File: config.mk
export PLATFORM = sky130hd
export DESIGN_NAME = btn_scan_ctrl
export DESIGN_NICKNAME = d
export VERILOG_FILES = /design/src/rtl/btn_scan_ctrl.sv
export SDC_FILE = /design/constraint.sdc
export NUM_CORES = 1
export LEC_CHECK = 0
export BUFFER_PORTS_ARGS = -buffer_cell sky130_fd_sc_hd__buf_2
export CAP_MARGIN = 15
export CORE_ASPECT_RATIO = 1.75
export CORE_MARGIN = 8
export CORE_UTILIZATION = 35
export DETAILED_ROUTE_END_ITERATION = 16
export PLACE_DENSITY = 0.61
export SETUP_SLACK_MARGIN = 0.5
export SLEW_MARGIN = 40
export SYNTH_ARGS = -nofsm -noshare
export SYNTH_HDL_FRONTEND = slang
export SYNTH_SLANG_ARGS = --single-unit
File: constraint.sdc
create_clock -name clk -period 6.1 [get_ports clk]
set_clock_uncertainty 0.2 [all_clocks]
set_input_delay 1.22 -clock clk [delete_from_list [all_inputs] [get_ports clk]]
set_output_delay 1.22 -clock clk [all_outputs]
set_load 0.05 [all_outputs]
File: src/rtl/btn_scan_ctrl.sv
// btn_scan_ctrl: round-robin debouncer for N_BTN buttons feeding an event FIFO.
// Define BTN_RELEASE_EVT_EN to emit release events as well as press events.
module btn_scan_ctrl #(
    parameter int N_BTN      = 4,
    parameter int TICK_DIV   = 1000000,
    parameter int STABLE_CNT = 3,
    parameter int FIFO_DEPTH = 4
) (
    input  logic                     clk,
    input  logic                     res,
    input  logic [N_BTN-1:0]         btn_in,
    output logic                     evt_valid,
    input  logic                     evt_ready,
    output logic [$clog2(N_BTN)-1:0] evt_id,
    output logic                     evt_press,
    output logic [N_BTN-1:0]         btn_state,
    output logic                     overflow
);
    localparam int IW = $clog2(N_BTN);
    localparam int DW = $clog2(TICK_DIV);
    localparam int CW = $clog2(STABLE_CNT + 1);
    localparam int AW = $clog2(FIFO_DEPTH);
    localparam int NW = AW + 1;

    typedef enum logic [1:0] {IDLE, SAMPLE, COMMIT} state_t;

    state_t           state;
    logic [N_BTN-1:0] sync1, sync2;
    logic [DW-1:0]    div;
    logic [IW-1:0]    idx;
    logic             s, diff;
    logic [CW-1:0]    cnt [N_BTN];
    logic [IW:0]      mem [FIFO_DEPTH];
    logic [IW:0]      hold;
    logic [AW-1:0]    rd_ptr, wr_ptr;
    logic [NW-1:0]    count;
    logic             tick, flip, push, pop, full, wr;

    assign tick      = div == DW'(TICK_DIV - 1);
    assign flip      = state == COMMIT && diff && cnt[idx] == CW'(STABLE_CNT - 1);
`ifdef BTN_RELEASE_EVT_EN
    assign push      = flip;
`else
    assign push      = flip && s;
`endif
    assign evt_valid = count != '0;
    assign full      = count == NW'(FIFO_DEPTH);
    assign pop       = evt_valid && evt_ready;
    assign wr        = push && (!full || pop);
    // Show-ahead head; when empty, keep presenting the last head seen.
    assign {evt_id, evt_press} = evt_valid ? mem[rd_ptr] : hold;

    always_ff @(posedge clk) begin
        if (res) begin
            sync1     <= '0;
            sync2     <= '0;
            div       <= '0;
            state     <= IDLE;
            idx       <= '0;
            s         <= 1'b0;
            diff      <= 1'b0;
            cnt       <= '{default: '0};
            btn_state <= '0;
            mem       <= '{default: '0};
            hold      <= '0;
            rd_ptr    <= '0;
            wr_ptr    <= '0;
            count     <= '0;
            overflow  <= 1'b0;
        end else begin
            sync1 <= btn_in;
            sync2 <= sync1;
            div   <= tick ? '0 : div + 1'b1;
            if (evt_valid)
                hold <= mem[rd_ptr];
            unique case (state)
                IDLE: if (tick) state <= SAMPLE;
                SAMPLE: begin
                    s     <= sync2[idx];
                    diff  <= sync2[idx] != btn_state[idx];
                    state <= COMMIT;
                end
                COMMIT: begin
                    if (!diff)
                        cnt[idx] <= '0;
                    else if (flip) begin
                        btn_state[idx] <= s;
                        cnt[idx]       <= '0;
                    end else
                        cnt[idx] <= cnt[idx] + 1'b1;
                    idx   <= (idx == IW'(N_BTN - 1)) ? '0 : idx + 1'b1;
                    state <= IDLE;
                end
                default: state <= IDLE;
            endcase
            if (wr) begin
                mem[wr_ptr] <= {idx, s};
                wr_ptr      <= wr_ptr + 1'b1;
            end
            if (pop)
                rd_ptr <= rd_ptr + 1'b1;
            if (push && !wr)
                overflow <= 1'b1;
            count <= count + NW'(wr) - NW'(pop);
        end
    end
endmodule

* Word-level counts from Yosys, hierarchy flattened
Index checks and enable logic that the tools add are counted.
** Storage, ports and cells
- Register bits :: 69
- Latch bits :: 0
- Memory bits (writable) :: 0
- Bits in read-only memories :: 0
- Input port bits :: 7
- Output and inout bits :: 9
- Logic and storage cells :: 89
- Memories kept :: 0
** Cells by class
- Add/subtract/negate cells :: 7
- $mul :: 0
- Div/mod/pow operators :: 0
- Order comparisons :: 7
- Eq/ne operators :: 8
- Shifts and indexed selects :: 0
- Muxes and demuxes :: 25
- Bitwise logic cells :: 5
- Reduce and logical (&&, ||, !) cells :: 16
** Operator list (number)
- adder 20 x 1 -> 20 bit (second input constant) :: 1
- == test 20 bit (second input constant) :: 1
- two-way mux 8 bit :: 2
- bitwise mux 12 bit :: 1
- two-way mux 3 bit :: 4
- two-way mux 2 bit :: 5
- greater-or-equal comparator 3 bit (second input constant) :: 3
- logical AND 1 bit :: 9
- NOT 2 -> 3 bit :: 3
- adder 2 x 1 -> 2 bit (second input constant) :: 4
- AND 8 bit :: 1
- bitwise mux 8 bit :: 1
- NOT 8 bit :: 1
- binary-select mux 3 bit (select 2 bit) :: 1
- demux 3 bit (select 2 bit) :: 1
- == test 2 bit (second input constant) :: 3
- < comparator 3 x 1 -> 1 bit (second input constant) :: 2
- binary-select mux 1 bit (select 2 bit) :: 2
- binary-select mux 2 bit (select 2 bit) :: 1
- bitwise mux 4 bit :: 1
- demux 2 bit (select 2 bit) :: 1
- case mux 2 bit (2 select lines) :: 1
- adder 3 x 1 -> 3 bit :: 1
- == test 3 bit (second input constant) :: 1
- other kinds (14) :: 17

* Depth between registers and ports, before layout
- Word-level depth :: 10
- Gate-level depth with buffers :: 15
- Gate-level depth less buffers :: 12

* Worst setup path after synthesis
No wires, ideal clock.
- Kind :: register -> register
- Start point :: reg idx[0]
- End point :: reg count[2]
- Setup time :: 0.128 ns
- Arrival :: 3.453 ns
- Required time :: 5.772 ns
- Slack :: 2.319 ns
- Cell stages (with the launch flop) :: 16
- Buffers on the path :: 3
- Clock period less this slack :: 3.781 ns
- Cells stage by stage :: dfxtp_1 clkbuf_1 mux4_2 inv_1 ha_1 and4b_1 clkbuf_1 clkbuf_1 nand3_1 ha_1 inv_1 ha_1 fa_1 xnor2_1 xnor2_1 nor2_1
** On the way
- Cells in the longest elaborated chain, start to end :: 10
** RTL lines
- start: declaration :: RTL line 30 : logic [IW-1:0] idx;
- start signal: assignment :: RTL line 91 : idx <= (idx == IW'(N_BTN - 1)) ? '0 : idx + 1'b1;
- NOT 2 -> 3 bit (not written as such) :: RTL line 40 : assign flip = state == COMMIT && diff && cnt[idx] == CW'(STABLE_CNT - 1);
- binary-select mux 2 bit (select 2 bit) :: RTL line 40
- two-way mux 2 bit (not written as such) (2 in a row) :: RTL line 40
- == test 2 bit :: RTL line 40
- logical AND 1 bit :: RTL line 40
- logical AND 1 bit :: RTL line 44 : assign push = flip && s;
- logical AND 1 bit :: RTL line 49 : assign wr = push && (!full || pop);
- adder 3 x 1 -> 3 bit :: RTL line 104 : count <= count + NW'(wr) - NW'(pop);
- subtractor 3 x 1 -> 3 bit :: RTL line 104
- end signal: assignment :: RTL line 104
- end: declaration :: RTL line 36 : logic [NW-1:0] count;
No other way between the ends. The select of a mux whose other input is x is not followed.
A chain may end at the register's enable or synchronous reset.

* Worst setup path in the final report
Ends and elaborated chain as after synthesis.

==> summary.md <==
| Metric | Value |
|---|---|
| Router iterations before antenna repair | `4` |
| Most common cell after layout, fill and taps aside | `dfxtp_1` |
| Ant. Diodes | `0` |
| Final Hold Fails | `0` |
| CP peak stage delay | `0.58 ns` |
| Async SR Flop Fraction | `0` |
| Crit-path most repeated cell | `ha_1` |
| DRT antenna net count | `0` |
| Crit-path max FO | `16` |
| Sequential Area | `0.00138 mm2` |
| Final setup TNS | `0 ns` |
| Design area | `0.00351 mm2` |
| I/O Pins | `16` |
| Port Buffers | `15` |
| Top cells by area, synth | `dfxtp_1 45%, mux4_2 5.2%, ha_1 4.9%, nor2_1 4.6%, a21oi_1 4.0%` |
| Reg2reg end | `count[2]` |
| Initial antenna violation count | `0` |
| Hold Path End | `sync2[3]` |
| Status | `finished clean` |
| Final nets | `352` |
| Detailed placement HPWL | `4390 um` |
| TritonCTS Buffers | `9` |
| Starting Density | `0.355` |
| Setup crit start | `idx[0]` |
| Sequential area share after synthesis | `0.455` |
| Netlist Area Pre-Place | `0.00304 mm2` |
| Hold Buf Count CTS | `0` |
| CP arrival | `3.76 ns` |
| Syn_nets | `344` |
| Synth Instances | `324` |
| Area of the die | `0.0120 mm2` |
| Die width | `86.4 um` |
| DR DRC count | `0` |
| Slew Limit Fails | `0` |
| Post-Place Cells | `438` |
| Place WS | `2.34 ns` |
| Post_cts resized | `0` |
| Total gr overflow | `0` |
| Slowest CP cell | `dfxtp_1` |
| Worst path cell trace | `mux4_2, inv_1, ha_1, and4b_1, nand3_1, ha_1, inv_1, ha_1, fa_1, xnor2_1, xnor2_1, nor2_1` |
| Worst r2r src | `idx[0]` |
| Fillers | `881` |
| All-Layer GR Usage | `0.108` |
| Drt wl/cell | `13.3 um` |
| Global-route wire length before repair | `10300 um` |
| Max-Cap Viols | `0` |
| Core Util, Final | `0.410` |
| WS Path Type | `register to register` |
| Die height | `139 um` |
| Worst slew margin relative to its limit | `0.558` |
| Via density | `4.86` |
| Post-CTS Setup Bufs | `0` |
| Setup ws final | `2.33 ns` |
| Area leader, netlist | `dfxtp_1` |
| Pwr per Cell Area | `332 mW/mm2` |
| Hold Startpoint | `sync1[3]` |
| Row cnt | `45` |
| Synth-to-layout area growth | `15.7%` |
| Max Fclk | `265 MHz` |
| Share of layout cells above drive strength 1 | `0.136` |
| Top-area cell type share of the netlist area | `0.455` |
| Final Cycle Share | `0.618` |
| RSZ-0062 raised after global routing | `no` |
| Reg2Reg Setup Slack | `2.33 ns` |
| Final WL | `6050 um` |
| Total power | `1.17 mW` |
| Number of distinct library cells after synthesis | `36` |
| Worst endpoint required time | `6.09 ns` |
| Sink Count | `69` |
| Worst Max-Slew Pin Slew | `0.663 ns` |
| CTS max path bufs | `2` |
| Synth Warn # | `0` |
| Peak supply drop | `0.172 mV` |
| R2R cell count | `12` |
| Setup crit start kind | `register` |
| Most frequent cells in the layout | `69 x dfxtp_1, 37 x nor2_1, 26 x nand2_1` |
| Multi-input logic area | `0.00152 mm2` |
| CTS tree | `done` |
| Largest net degree at the start of global routing | `51` |
| Setup Viol. Count Final | `0` |
| Leak Pwr | `1.37 nW` |
| Worst min path class | `register to register` |
| Final min period | `3.77 ns` |
| Vias in the first global route | `2244` |
| Final cell count without fillers | `454` |
| EDFF count, synth | `0` |
| Min Hold Slack | `0.225 ns` |
| H-tree Lvls | `3` |
| Vias | `2205` |
| Clock Latency Late Sink | `0.32 ns` |
| Root buffer cell | `clkbuf_16` |
| Post-DP Area | `0.00319 mm2` |
| Crit end category | `register` |
| Avg Cell Area, Syn | `9.37 um2` |
| Core box area | `0.00856 mm2` |
| Reg clk slew, reported paths | `0.06 ns` |
| Hold path depth | `1` |
| Ys flop type | `dfxtp_1` |
| Synth Register Bits | `69` |
| DR iter-0 viols | `91` |
| Gpl congestion | `0.757` |
cell type report:
type,instances,area share
well taps,117,0.0417
clock inverters,5,0.0235
multi-input cells,220,0.432
clock buffers,11,0.0691
repair buffers,15,0.0221
inverters,17,0.0182
flip-flops and latches,69,0.393
cells in the mapped netlist (3+ instances only):
master,count
dfxtp_1,69
nor2_1,37
nand2_1,26
a21oi_1,24
nand3_1,20
inv_1,17
clkbuf_1,15
nor2b_1,14
ha_1,12
mux2i_1,11
xnor2_1,11
xor2_1,10
mux4_2,7
nand4_1,7
nor4_1,4
o31ai_1,4
or3_1,4
or4_1,4
mux2_2,3
flip-flops by register name, indices dropped and copies added, names as in the netlist, 3 cells and up:
signal,flops
div,20
cnt,8
btn_state,4
sync2,4
mem,12
sync1,4
count,3
hold,3
metal layers:
layer  part of all wire  GRT usage  vias to the layer above
met5                  0          0                        -
met4              0.011     0.0548                        0
met3              0.035     0.0254                        5
met2               0.57      0.201                       27
met1               0.39      0.105                     1050
li1                   -          -                     1123
critical path: cells and delay by family (launching register included):
kind | cells | cell delay, ns
flip-flops | 1 | 0.58
multiplexers | 1 | 0.58
adder cells (fa/ha/maj) | 4 | 1.02
AND/OR/NAND/NOR | 3 | 0.81
buffers and inverters | 2 | 0.12
XOR/XNOR | 2 | 0.32
how the worst max path moves through the flow:
stage	depth (start not counted)	end	slack, ns
floorplan	15	count[2]	2.32
global placement	12	count[2]	2.43
detailed placement	12	count[2]	2.34
CTS	12	count[2]	2.32
global route	12	count[2]	2.09
finish	12	count[2]	2.33
kinds of logic after synthesis:
kind of cell | Yosys count | share of synthesized area
multiplexers | 21 | 0.0993
flip-flops | 69 | 0.455
AO/OA/AOI/OAI | 32 | 0.0581
AND/OR/NAND/NOR | 133 | 0.225
adder cells (fa/ha/maj) | 13 | 0.0560
buffers and inverters | 35 | 0.0461
XOR/XNOR | 21 | 0.0606
power by group:
group / total [mW] / switching [mW] / internal (mW) / leakage [nW]
Combinational: 0.121 / 0.0679 / 0.0533 / 0.653
Clock: 0.557 / 0.187 / 0.370 / 0.160
Sequential: 0.488 / 0.0197 / 0.468 / 0.559
Total: 1.17 / 0.275 / 0.892 / 1.37
(Power assumes the default switching activity.)
